**src/rtl/pc_sequencer.sv**
```systemverilog
// ---------------------------------------------------------------------------
// pc_sequencer
//   Registered program-counter unit for the 64-bit pipeline. Holds the fetch
//   PC, advances it by 4 when fetch accepts it, and redirects it when a
//   branch resolves taken. Immediate offsets (imm19 / imm26, in words) are
//   sign-extended and scaled internally. They are added to the PC of the
//   resolving branch, not to the current fetch PC.
//
// Handshake toward fetch (valid/ready):
//   pc is offered whenever pc_valid=1. It is consumed on an edge where
//   pc_valid & fetch_ready. While pc_valid=1 and fetch_ready=0, pc stays
//   stable. Only a redirect or reset may change it. A redirect discards any
//   unaccepted PC.
//
// Ports:
//   clk, reset           clock; synchronous active-high reset
//   fetch_ready          fetch accepts pc this cycle
//   pc, pc_plus4         current fetch PC and pc+4 (combinational, wraps)
//   pc_valid             pc is presentable to fetch (1 from first edge out of reset)
//   br_valid, br_taken   branch resolves this cycle / is taken
//   br_mode              00 cond imm, 01 uncond imm, 10 register, 11 reserved
//   br_pc                PC of the resolving branch
//   cond_addr, br_addr   raw signed word offsets (imm19 / imm26)
//   br_reg               register target for mode 10
//   flush                1-cycle registered pulse after each redirect
//   misalign_err         sticky: misaligned redirect target or reserved mode
//   redirect_cnt         saturating count of applied redirects
// ---------------------------------------------------------------------------
module pc_sequencer #(
    parameter int              XLEN         = 64,
    parameter int              COND_W       = 19,
    parameter int              UNCOND_W     = 26,
    parameter logic [XLEN-1:0] RESET_VECTOR = '0,
    parameter int              CNT_W        = 16
) (
    input  logic                clk,
    input  logic                reset,
    input  logic                fetch_ready,
    output logic [XLEN-1:0]     pc,
    output logic [XLEN-1:0]     pc_plus4,
    output logic                pc_valid,
    input  logic                br_valid,
    input  logic                br_taken,
    input  logic [1:0]          br_mode,
    input  logic [XLEN-1:0]     br_pc,
    input  logic [COND_W-1:0]   cond_addr,
    input  logic [UNCOND_W-1:0] br_addr,
    input  logic [XLEN-1:0]     br_reg,
    output logic                flush,
    output logic                misalign_err,
    output logic [CNT_W-1:0]    redirect_cnt
);

    localparam logic [1:0]       MODE_COND   = 2'b00;
    localparam logic [1:0]       MODE_UNCOND = 2'b01;
    localparam logic [1:0]       MODE_REG    = 2'b10;
    localparam logic [1:0]       MODE_RSVD   = 2'b11;
    localparam logic [CNT_W-1:0] CNT_MAX     = '1;

    logic [XLEN-1:0] cond_off;
    logic [XLEN-1:0] uncond_off;
    logic [XLEN-1:0] target;
    logic            redirect;
    logic            reserved_hit;
    logic            target_misaligned;

    assign pc_plus4 = pc + XLEN'(4);

    // Sign-extend the word offsets to XLEN, then scale them to bytes.
    // Bits shifted out of the top are dropped, so the sum is mod 2^XLEN.
    assign cond_off   = {{(XLEN-COND_W){cond_addr[COND_W-1]}}, cond_addr} << 2;
    assign uncond_off = {{(XLEN-UNCOND_W){br_addr[UNCOND_W-1]}}, br_addr} << 2;

    always_comb begin
        target = br_reg;
        case (br_mode)
            MODE_COND:   target = br_pc + cond_off;
            MODE_UNCOND: target = br_pc + uncond_off;
            MODE_REG:    target = br_reg;
            default:     target = br_reg;
        endcase
    end

    assign redirect          = br_valid & br_taken & (br_mode != MODE_RSVD);
    assign reserved_hit      = br_valid & br_taken & (br_mode == MODE_RSVD);
    assign target_misaligned = (target[1:0] != 2'b00);

    always_ff @(posedge clk) begin
        if (reset) begin
            pc           <= RESET_VECTOR;
            pc_valid     <= 1'b0;
            flush        <= 1'b0;
            misalign_err <= 1'b0;
            redirect_cnt <= '0;
        end else begin
            pc_valid <= 1'b1;
            flush    <= redirect;
            // A redirect wins over the +4 advance, even when fetch_ready is high.
            if (redirect) begin
                pc <= {target[XLEN-1:2], 2'b00};
                if (redirect_cnt != CNT_MAX) begin
                    redirect_cnt <= redirect_cnt + CNT_W'(1);
                end
            end else if (pc_valid && fetch_ready) begin
                pc <= pc_plus4;
            end
            if ((redirect && target_misaligned) || reserved_hit) begin
                misalign_err <= 1'b1;
            end
        end
    end

endmodule
```
**config.mk**
```make
export PLATFORM = sky130hd
export DESIGN_NAME = pc_sequencer
export DESIGN_NICKNAME = d
export VERILOG_FILES = /design/src/rtl/pc_sequencer.sv
export SDC_FILE = /design/constraint.sdc
export NUM_CORES = 1
export LEC_CHECK = 0
export BUFFER_PORTS_ARGS = -buffer_cell sky130_fd_sc_hd__buf_4
export CAP_MARGIN = 20
export CORE_MARGIN = 1.5
export CORE_UTILIZATION = 30
export DETAILED_ROUTE_END_ITERATION = 16
export GPL_ROUTABILITY_DRIVEN = 0
export PLACE_DENSITY = 0.55
export SYNTH_ARGS = -nofsm -noshare
export SYNTH_HDL_FRONTEND = slang
export SYNTH_SLANG_ARGS = --single-unit
```
**constraint.sdc**
```tcl
create_clock -name clk -period 12.7 [get_ports clk]
set_input_delay 1.27 -clock clk [delete_from_list [all_inputs] [get_ports clk]]
set_output_delay 1.27 -clock clk [all_outputs]
set_load 0.01 [all_outputs]
```
==> summary.txt <==
Worst setup path
  • Critical Path Start: br_mode[1]
  • Critical Path AT: 5.88 ns
  • Worst Setup End Kind: register
  • Critical Path Start Type: primary input
  • WP data required: 12.90 ns
  • FF-to-FF Start: pc[14]
  • Crit-path max FO: 41
  • Crit path kind: in2reg

Layout
  • Fillers: 3365
  • Area Growth Syn to Fin: 30.9%
  • Layout Utilization: 39.9%
  • Layout cell share with drive strength beyond 1: 23.5%
  • Multi-input logic area: 7550 um2
  • Fin nets: 1870
  • FF+latch area: 1620 um2
  • Non-filler cells, final: 2033

Power
  • Peak supply drop: ~56 uV
  • Pleak: 5.63 nW
  • Internal: 0.000640 W
  • Comb pwr share: 45.3%
  • Sw frac: 40.3%
  • Sequential Power Share: between 20% and 30%
  • Sw Pwr: between 0.0004 and 0.0005 W
  • Power per cell area: 85.2 nW/um2
  • Clock Power Share: 26.8%

Logic synthesis
  • Synth Area per Inst: 7.06 um2
  • Synth cell types: 77
  • Synth Warn #: 0
  • Number of synthesized flops with an enable pin: 0
  • Main synth FF type: dfxtp_1
  • Async set-reset flop share out of synthesis: 0%
  • Post-synthesis sequential area ratio: 16.9%
  • Seq cells post-synth: 81
  • Post-Syn Area: 9620 um2
  • Synthesized instance count: 1363

CTS
  • Clk buf depth: 2
  • Clock sinks: 81
  • Post-cts resize count: 0
  • Clk_lat worst skew: 0.36 ns
  • H-Tree Level Count: 3
  • CTS buffer count: 9
  • CTS tree: yes
  • Clk root buf: clkbuf_16
  • Clk slew on worst S/H paths: 0.08 ns
  • Setup Fix Bufs, Post-CTS: 0
  • Hold_buf cts: 0

STA
  • Minimum clock period: ~5.7 ns
  • Final Hold Vio Count: 0
  • Final period utilization: 44.7%
  • RSZ-0062 raised after global routing: false
  • Worst slew pin tran: 0.916 ns
  • Slew HR: about two fifths
  • Final setup vio count: 0
  • Max-slew violation count: 0
  • Setup TNS Final: 0 ns
  • Clock skew: 0.0144 ns
  • Peak Freq: 0.176 GHz
  • WHS: 0.495 ns

Min path
  • HP Start: misalign_err
  • Path category of the worst min-delay check: reg2reg

GRT
  • First-pass GRT wire length: 59600 um
  • Total track usage: 23.0%
  • Vias in the first global route: 10100
  • Largest net degree at the start of global routing: 73
  • GRT overflow: 0
  • Initial antenna violation count: 8

Run
  • Number of max-cap violations: 0

Route
  • 1st-pass router iterations: 5
  • Final WL: 39600 um
  • WL/cell: roughly 20 um
  • DR vias: approximately 11000
  • Vias/cell: between 5 and 6
  • Highest metal used: met5
  • Final ANT Viol Nets: 0
  • Routed length on met3: 2230 um
  • DR WL met2: around 17000 um
  • DRT iter0 DRCs: 1040
  • M1 WL: 19500 um
  • # DRC: 0

Floorplan
  • Die Ht: 182 um
  • Die W: approximately 180 um
  • Die area: 33200 um2
  • Core area: 31600 um2
  • I/O pin total: 327
  • Starting Density: 30.5%
  • Row cnt: 65

Placed design
  • DP Wirelength: 31900 um
  • Cell count after placement: 2011
  • Port Buffer Count: 322

Outcome
  • Status: completed
## placed cells by master (no fill, tap or decap), types with 9 or more instances in the layout
cell type  synthesis  routed
a21o_1            34      33
a21oi_1          108     107
nand3_1           42      42
nand2_1          166     166
nand4_1           43      43
a31oi_1           10      10
clkbuf_16          0       9
xor2_1            84      84
mux2i_1           10      10
and3_1            14      14
o21bai_1          13      13
nor2_1           160     160
xnor2_1           90      90
inv_1             31      31
buf_4              5     331
or3_1             13      13
dfxtp_1           81      81
and4_1             9       9
and2_1             9       9
ha_1              69      69
nor3_1            28      28
a211oi_1          66      66
o21ai_0           74      74
nor2b_1           11      10
## through the flow
| stage | total power (W) | setup slack, ns | instance area [um2] |
|---|---|---|---|
| global route | 0.00113 | 6.66 | 12600 |
| CTS | 0.00107 | 6.97 | 12600 |
| floorplan | 0.000591 | 7.29 | 9630 |
| global placement | 0.000782 | 6.88 | 12300 |
| detailed placement | 0.000782 | 6.62 | 12300 |
| finish | 0.00107 | 7.02 | 12600 |
## sequential cells by signal, indices dropped and copies added, names as in the netlist
| register | flops |
|---|---|
| pc | 62 |
| redirect_cnt | 16 |
| flush | 1 |
| misalign_err | 1 |
| pc_valid | 1 |
## cell families after synthesis
| family | synth area share (%) |
|---|---|
| xor gates and xnor gates | 15.8 |
| and+or+nand+nor | 26.1 |
| buffers and inverters | 4.99 |
| other | 0.0390 |
| DFF | 16.9 |
| adders and majority gates | 9.18 |
| AOI/OAI and AO/OA | 25.5 |
| muxes | 1.51 |
## synth_stat cells (7+ instances only)
master    instances  area, um2
nand4_1          43        269
or3_1            13       81.3
inv_1            31        116
a211oi_1         66        495
xnor2_1          90        788
o211ai_1          7       52.6
and3_1           14       87.6
nor2_1          160        601
nand3_1          42        210
nand2_1         166        623
a21o_1           34        255
buf_1             9       33.8
a31oi_1          10       62.6
and4_1            9       78.8
mux2i_1          10        100
ha_1             69        863
o31ai_1           7       52.6
xor2_1           84        736
clkbuf_1         67        251
o21bai_1         13       97.6
nor2b_1          11       68.8
o21ai_0          74        370
a21oi_1         108        541
dfxtp_1          81       1620
nor3_1           28        140
and2_1            9       56.3
## critical path, cell delays in order
cell      delay [ns]
buf_4           0.37
nand2b_1        0.64
and2_1          0.43
a21oi_1         0.12
inv_1           0.07
buf_4           0.38
ha_1            0.39
a21oi_1         0.22
o21ai_0         0.12
or3_1           0.37
o21ai_0         0.40
o31a_1          0.33
o41ai_2         0.13
a21boi_1        0.30
mux2i_1         0.25
a211oi_1        0.06
## area by class of cell
class	instances	share of cell area, %
timing repair buffer	331	19.7
multi-input combinational	1166	59.9
tap	402	3.99
antenna	6	0.119
inverter	31	0.924
clock buffer	10	1.90
sequential	81	12.9
clock inverter	6	0.576
## routing by layer
layer / vias up / GRT usage [%]
met2: 400 / 34.2
li1: 5410 / -
met5: - / 0
met1: 5198 / 34.3
met3: 39 / 3.01
met4: 2 / 6.88
## final timing paths
kind / endpoint / slack, ns / cells after the start
min reg2reg: misalign_err / 0.49 / 2
min: misalign_err / 0.49 / 2
max: pc[61] / 7.02 / 16
max reg2reg: pc[59] / 9.27 / 9
## power groups by stage
stage / logic (W) / clock network [W] / registers [W]
6_report: 0.000485 / 0.000287 / 0.000300
5_1_grt: 0.000527 / 0.000301 / 0.000303
4_1_cts: 0.000479 / 0.000293 / 0.000300
3_5_place_dp: 0.000477 / 0 / 0.000305
3_3_place_gp: 0.000476 / 0 / 0.000305
2_1_floorplan: 0.000291 / 0 / 0.000300
No activity file was read; power rests on OpenSTA's default activity.
